==> src/rtl/mips_pkg.sv <==
// Shared myMIPS definitions: opcodes, ALU commands and the ID/EX control bundle.
package mips_pkg;

    localparam int unsigned DATA_W = 16;
    localparam int unsigned REG_AW = 3;

    localparam logic [3:0] OP_RTYPE = 4'h0;
    localparam logic [3:0] OP_ADDI  = 4'h1;
    localparam logic [3:0] OP_LW    = 4'h2;
    localparam logic [3:0] OP_SW    = 4'h3;
    localparam logic [3:0] OP_BEQ   = 4'h4;
    localparam logic [3:0] OP_ANDI  = 4'h6;
    localparam logic [3:0] OP_ORI   = 4'h7;
    localparam logic [3:0] OP_J     = 4'h8;

    localparam logic [2:0] ALU_ADD = 3'b000;
    localparam logic [2:0] ALU_SUB = 3'b001;
    localparam logic [2:0] ALU_SHL = 3'b010;
    localparam logic [2:0] ALU_SGT = 3'b011;
    localparam logic [2:0] ALU_SHR = 3'b100;
    localparam logic [2:0] ALU_AND = 3'b101;
    localparam logic [2:0] ALU_OR  = 3'b110;
    localparam logic [2:0] ALU_EQ  = 3'b111;

    typedef struct packed {
        logic [2:0]        cmd;
        logic [REG_AW-1:0] rs;
        logic [REG_AW-1:0] rt;
        logic [REG_AW-1:0] wr_addr;
        logic [DATA_W-1:0] imm;
        logic              use_imm;
        logic              reg_we;
        logic              mem_rd;
        logic              mem_wr;
        logic              branch;
        logic              jump;
        logic              illegal;
        logic              uses_rs;
        logic              uses_rt;
    } idex_ctrl_t;

    function automatic logic [DATA_W-1:0] sext6(input logic [5:0] v);
        return {{(DATA_W-6){v[5]}}, v};
    endfunction

    function automatic logic [DATA_W-1:0] zext6(input logic [5:0] v);
        return {{(DATA_W-6){1'b0}}, v};
    endfunction

    function automatic logic [DATA_W-1:0] zext12(input logic [11:0] v);
        return {{(DATA_W-12){1'b0}}, v};
    endfunction

endpackage

==> src/rtl/instr_decode.sv <==
// Combinational decode of one 16-bit myMIPS word into the ID/EX control bundle.
module instr_decode
    import mips_pkg::*;
(
    input  logic [15:0] instr_i,
    output idex_ctrl_t  ctrl_o
);

    logic [3:0] op;

    always_comb begin
        op             = instr_i[15:12];
        ctrl_o         = '0;
        ctrl_o.rs      = instr_i[11:9];
        ctrl_o.rt      = instr_i[8:6];
        unique case (op)
            OP_RTYPE: begin
                ctrl_o.cmd     = instr_i[2:0];
                ctrl_o.wr_addr = instr_i[5:3];
                ctrl_o.reg_we  = 1'b1;
                ctrl_o.uses_rs = 1'b1;
                ctrl_o.uses_rt = 1'b1;
            end
            OP_ADDI, OP_LW: begin
                ctrl_o.cmd     = ALU_ADD;
                ctrl_o.imm     = sext6(instr_i[5:0]);
                ctrl_o.use_imm = 1'b1;
                ctrl_o.wr_addr = instr_i[8:6];
                ctrl_o.reg_we  = 1'b1;
                ctrl_o.mem_rd  = (op == OP_LW);
                ctrl_o.uses_rs = 1'b1;
            end
            OP_SW: begin
                ctrl_o.cmd     = ALU_ADD;
                ctrl_o.imm     = sext6(instr_i[5:0]);
                ctrl_o.use_imm = 1'b1;
                ctrl_o.mem_wr  = 1'b1;
                ctrl_o.uses_rs = 1'b1;
                ctrl_o.uses_rt = 1'b1;
            end
            OP_BEQ: begin
                // Offset goes to the branch adder; the ALU compares rs and rt.
                ctrl_o.cmd     = ALU_EQ;
                ctrl_o.imm     = sext6(instr_i[5:0]);
                ctrl_o.branch  = 1'b1;
                ctrl_o.uses_rs = 1'b1;
                ctrl_o.uses_rt = 1'b1;
            end
            OP_ANDI, OP_ORI: begin
                ctrl_o.cmd     = (op == OP_ANDI) ? ALU_AND : ALU_OR;
                ctrl_o.imm     = zext6(instr_i[5:0]);
                ctrl_o.use_imm = 1'b1;
                ctrl_o.wr_addr = instr_i[8:6];
                ctrl_o.reg_we  = 1'b1;
                ctrl_o.uses_rs = 1'b1;
            end
            OP_J: begin
                ctrl_o.cmd  = ALU_ADD;
                ctrl_o.imm  = zext12(instr_i[11:0]);
                ctrl_o.jump = 1'b1;
            end
            default: begin
                ctrl_o.illegal = 1'b1;
            end
        endcase
        // r0 is hardwired to zero, so writing it is pointless and must not stall.
        if (ctrl_o.wr_addr == '0) begin
            ctrl_o.reg_we = 1'b0;
        end
    end

endmodule

==> src/rtl/id_issue.sv <==
// myMIPS decode-and-issue stage: ID/EX register, handshake, load-use bubble, flush.
// Optional sticky illegal-opcode flag under DECODE_ILLEGAL_TRAP_EN.
module id_issue
    import mips_pkg::*;
#(
    parameter int unsigned XLEN = 16,
    parameter int unsigned RAW  = 3
) (
    input  logic            clk,
    input  logic            rst_n,
    input  logic            in_valid,
    input  logic [15:0]     in_instr,
    output logic            in_ready,
    input  logic            flush,
    input  logic            out_ready,
    output logic            ex_valid,
    output logic [2:0]      ex_cmd,
    output logic [RAW-1:0]  ex_rs,
    output logic [RAW-1:0]  ex_rt,
    output logic [RAW-1:0]  ex_wr_addr,
    output logic [XLEN-1:0] ex_imm,
    output logic            ex_use_imm,
    output logic            ex_reg_we,
    output logic            ex_mem_rd,
    output logic            ex_mem_wr,
    output logic            ex_branch,
    output logic            ex_jump,
    output logic [RAW-1:0]  rf_ra1,
    output logic [RAW-1:0]  rf_ra2
`ifdef DECODE_ILLEGAL_TRAP_EN
    ,
    output logic            illegal
`endif
);

    idex_ctrl_t dec;
    idex_ctrl_t ctrl_d, ctrl_q;
    logic       valid_d, valid_q;
    logic       hazard;
    logic       accept;

    instr_decode u_decode (
        .instr_i (in_instr),
        .ctrl_o  (dec)
    );

    assign rf_ra1 = in_instr[11:9];
    assign rf_ra2 = in_instr[8:6];

    assign hazard = valid_q & ctrl_q.mem_rd & ctrl_q.reg_we &
                    ((dec.uses_rs & (dec.rs == ctrl_q.wr_addr)) |
                     (dec.uses_rt & (dec.rt == ctrl_q.wr_addr)));

    assign in_ready = (~valid_q | out_ready) & ~hazard & ~flush;
    assign accept   = in_valid & in_ready;

    always_comb begin
        valid_d = valid_q;
        ctrl_d  = ctrl_q;
        if (flush) begin
            valid_d = 1'b0;
        end else if (accept) begin
            valid_d = 1'b1;
            ctrl_d  = dec;
        end else if (valid_q & ~out_ready) begin
            valid_d = valid_q;
        end else begin
            // Drain, or the load-use bubble while the consumer waits upstream.
            valid_d = 1'b0;
        end
    end

    always_ff @(posedge clk) begin
        if (!rst_n) begin
            valid_q <= 1'b0;
            ctrl_q  <= '0;
        end else begin
            valid_q <= valid_d;
            ctrl_q  <= ctrl_d;
        end
    end

    assign ex_valid   = valid_q;
    assign ex_cmd     = ctrl_q.cmd;
    assign ex_rs      = ctrl_q.rs;
    assign ex_rt      = ctrl_q.rt;
    assign ex_wr_addr = ctrl_q.wr_addr;
    assign ex_imm     = ctrl_q.imm;
    assign ex_use_imm = ctrl_q.use_imm;
    assign ex_reg_we  = ctrl_q.reg_we;
    assign ex_mem_rd  = ctrl_q.mem_rd;
    assign ex_mem_wr  = ctrl_q.mem_wr;
    assign ex_branch  = ctrl_q.branch;
    assign ex_jump    = ctrl_q.jump;

    logic unused_ctrl;
    assign unused_ctrl = ^{ctrl_q.uses_rs, ctrl_q.uses_rt, ctrl_q.illegal};

`ifdef DECODE_ILLEGAL_TRAP_EN
    logic illegal_d, illegal_q;

    assign illegal_d = illegal_q | (accept & dec.illegal);

    always_ff @(posedge clk) begin
        if (!rst_n) begin
            illegal_q <= 1'b0;
        end else begin
            illegal_q <= illegal_d;
        end
    end

    assign illegal = illegal_q;
`else
    logic unused_illegal;
    assign unused_illegal = dec.illegal;
`endif

endmodule

==> config.mk <==
export PLATFORM = sky130hd
export DESIGN_NAME = id_issue
export DESIGN_NICKNAME = d
export VERILOG_FILES = /design/src/rtl/mips_pkg.sv /design/src/rtl/instr_decode.sv /design/src/rtl/id_issue.sv
export SDC_FILE = /design/constraint.sdc
export NUM_CORES = 1
export LEC_CHECK = 0
export CAP_MARGIN = 20
export CORE_MARGIN = 2
export CORE_UTILIZATION = 41
export DETAILED_ROUTE_END_ITERATION = 10
export GPL_TIMING_DRIVEN = 0
export PLACE_DENSITY_LB_ADDON = 0.25
export SETUP_SLACK_MARGIN = 0.1
export SYNTH_ARGS = -nofsm -noshare
export SYNTH_HDL_FRONTEND = slang
export SYNTH_HIERARCHICAL = 1
export SYNTH_SLANG_ARGS = --single-unit
==> constraint.sdc <==
create_clock -name clk -period 3.73 [get_ports clk]
set_input_delay 1.119 -clock clk [delete_from_list [all_inputs] [get_ports clk]]
set_output_delay 1.119 -clock clk [all_outputs]
set_load 0.005 [all_outputs]
# Word level (Yosys, flattened, before mapping)
# Index checks and enable logic that the tools add are counted.
[word_totals]
wordCells = 65
output_inout_bits = 42
register_bits = 35
[op_classes]
n_eq_ne = 10
muxes = 15
n_bitwise = 16
reduce_logical = 12
[op_table]
columns = ["op", "count"]
rows = [
  ["16-bit case mux with 3 select lines", 1],
  ["4-bit by 3-bit == test with 1-bit output, second input constant", 3],
  ["1-bit 2-to-1 mux", 11],
  ["5-bit OR reduction", 2],
  ["1-bit AND", 9],
  ["3-bit case mux with 3 select lines", 1],
  ["4-bit by 2-bit == test with 1-bit output, second input constant", 2],
  ["4-bit OR reduction", 2],
  ["7-bit OR reduction", 1],
  ["3-bit == test", 2],
  ["3-bit case mux with 2 select lines", 1],
  ["2-bit OR reduction", 3],
  ["1-bit inverter", 5],
  ["4-bit by 1-bit == test with 1-bit output, second input constant", 1],
  ["4-bit == test, second input constant", 1],
  ["4-bit zero test", 1],
  ["3-bit zero test", 1],
  ["3-bit OR reduction", 1],
  ["2-bit 2-to-1 mux", 1],
  ["2-bit != test, second input constant", 1],
  ["1-bit OR", 2],
  ["2-bit AND reduction", 1],
]

# Longest topological paths before layout
[depth]
depth_word = 11
depth_mapped = 9

# Cells and area by module
# The synthesis kept the hierarchy.
[by_module_without_submodules]
columns = ["module", "n_inst", "cells_each", "seq_area_each_um2", "area_each_um2"]
rows = [
  ["id_issue", 1, 328, 700.7, 2349.8],
  ["instr_decode", 1, 78, 0.0, 498.0],
]

# Least setup slack after synthesis
# OpenSTA, ideal clock, no wires.
[synth_timing]
path_type = "input -> output"
start = "input port in_instr[13]"
end = "output port in_ready"
setup_slack_ns = 0.046
arrival_time_ns = 2.565
t_required_ns = 2.611
path_buffers = 3
path_stages = 8
cell_sequence = "buf_2 -> buf_2 -> or2_1 -> a21oi_1 -> and4_4 -> clkbuf_1 -> o21ai_1 -> and3_1"
[synth_lines]
columns = ["item", "line_no", "text"]
rows = [
  ["from (decl)", "id_issue.sv:12", "input logic [15:0] in_instr,"],
  ["to (decl)", "id_issue.sv:13", "output logic in_ready,"],
]

==> out/results.tsv <==
stage	metric	value	unit
die	pin_count	63	
global_routing	antenna_found_initial	0	
placement	port_buffers	59	
status	status	complete, no violations	
die	die_y	87.2	um
placement	gp_congestion	0.906	
power	power.density	258	nW/um^2
layout	n_fill_cell	686	
layout	final-seq-area	701	um^2
power	power_leakage	0.00129	uW
global_routing	grt_usage	0.245	
layout	stdcell_count	557	
clock_network	cts_buffers	5	
critical_path	path_max_fanout	9	
power	ir_drop	133	uV
synthesis	syn_inst	403	
placement	dp_cells	542	
sta	relSlewSlack	0.647	
layout	multi_input_area	1820	um^2
sta	finalMaxSlewViolations	0	
critical_path	arrival	2510	ps
clock_network	hold_buffers	0	
clock_network	clkSinkCount	35	
die	placementRows	30	
die	fp.coreArea	6760	um^2
routing	drc	0	
routing	wl_per_cell	15.9	um
routing	ant_nets	0	
critical_path	cp-end-kind	output pin	
synthesis	synth_area_per_cell	7.04	um^2
sta	rsz0062_at_grt	no	
clock_network	worstSkewPairLatency	290	ps
synthesis	syn_nets	424	
min_path	hold_class	reg2reg	
placement	dp_hpwl	6.20	mm
sta	clock.fmax	275	MHz
sta	worst_slew_pin_slew	529	ps
global_routing	grt_max_degree	18	
job	drv_cap	0	
placement	placed_area	3530	um^2
synthesis	yosysWarnings	6	
routing	wl	8.86	mm
global_routing	overflow	0	
die	initial_core_util	0.420	
clock_network	root_buffer	clkbuf_8	
global_routing	grt_pass1_vias	3017	
routing	drt_iter0_markers	246	
sta	hold_viol	0	
die	die_w	87.2	um
routing	vias	3244	
clock_network	htreeDepth	2	
critical_path	critPathLaunchType	input pin	
critical_path	cp_data_required_time	2610	ps
clock_network	cts_buffer_depth	2	
sta	clock_skew	3.73	ps
routing	dr.pass1.iters	5	
routing	viasPerCell	5.82	
sta	setup_viol	0	
clock_network	clk_pin_slew	70	ps
clock_network	cts_tree	built	
die	die_area	7600	um^2
layout	diodes	0	
sta	period_share	0.973	
global_routing	grt_pass1_wl	14.9	mm
layout	drive_above_1_share	0.132	
sta	min_period	3630	ps
synthesis	synthesis.area	2840	um^2
layout	nets	497	
power	power.total	967	uW
critical_path	criticalPathCategory	in2out	
layout	design_area	3750	um^2
layout	area_growth	32.4	%
## worst max-delay path, cell delays in order
cell and delay [ps]:
clkbuf_4 170, buf_8 150, nand3b_1 190, a21oi_2 150, and4_4 270, o21ai_4 70, and3_1 190, clkdlybuf4s15_2 200
## per-layer routing
layer / part of all wire / track usage
met5: 0 / 0
met4: 0.019 / 0.0783
met3: 0.063 / 0.0389
met2: 0.47 / 0.405
met1: 0.45 / 0.327
## sequential cells by signal (all words and copies together), names as in the netlist
signal and flops:
ex_imm 16, ex_cmd 3, ex_rs 3, ex_rt 3
ex_wr_addr 3, ex_branch 1, ex_jump 1, ex_mem_rd 1
ex_mem_wr 1, ex_reg_we 1, ex_use_imm 1, ex_valid 1
## path summary, 6_finish.rpt
path                      start   endpoint  slack, ps  cells after the start
setup / recovery   in_instr[14]   in_ready        100                      8
hold / removal        ex_mem_rd  ex_mem_rd        520                      2
setup reg to reg  ex_wr_addr[2]   ex_rt[1]       1760                      7
hold reg to reg       ex_mem_rd  ex_mem_rd        520                      2
## through the flow
step,TNS (ps),utilization,hold WS [ps],worst slack [ps]
after CTS,0,0.549,508,102
after global routing,0,0.556,555,75.5
after global placement,-1040,0.522,502,-1040
after floorplan,0,-,485,150
after detailed placement,-1040,0.522,497,-1040
final,0,0.556,517,100
## layout make-up
cell class	instances	share of cell area
Buffer	57	0.102
Clock buffer	8	0.0267
Inverter	5	0.00500
Multi-Input combinational cell	304	0.486
Sequential cell	35	0.187
Tap cell	80	0.0267
Timing Repair Buffer	68	0.168
## power breakdown
group | leakage, uW | switching, uW | internal (uW)
Clock | 0.0000515 | 146 | 169
Sequential | 0.000285 | 11.7 | 394
Combinational | 0.000954 | 122 | 125
Total | 0.00129 | 279 | 688
## layout by cell type, fill, tap and decap left out, drive strengths merged, types with 2 or more instances in the layout
| cell | count |
|---|---|
| a32o | 3 |
| buf | 42 |
| or3 | 33 |
| clkbuf | 38 |
| nand2b | 2 |
| a21boi | 6 |
| inv | 4 |
| o2111ai | 32 |
| nand2 | 80 |
| mux2 | 3 |
| nor3 | 3 |
| xnor2 | 7 |
| or4 | 32 |
| nand3 | 2 |
| and3 | 4 |
| dfxtp | 35 |
| nor2b | 5 |
| clkdlybuf4s50 | 50 |
| dlygate4sd2 | 2 |
| o21ai | 35 |
| a31oi | 2 |
| nor3b | 2 |
| and4 | 2 |
| nor2 | 36 |
| a21oi | 5 |
## what timing repair did
item | 4_1_cts | 5_1_grt
resized for setup | 42 | 12
setup buffers | 4 | 5
pin swaps | 4 | 5
endpoints found under the setup margin | 1 | 1
No activity file was read; power rests on OpenSTA's default activity.
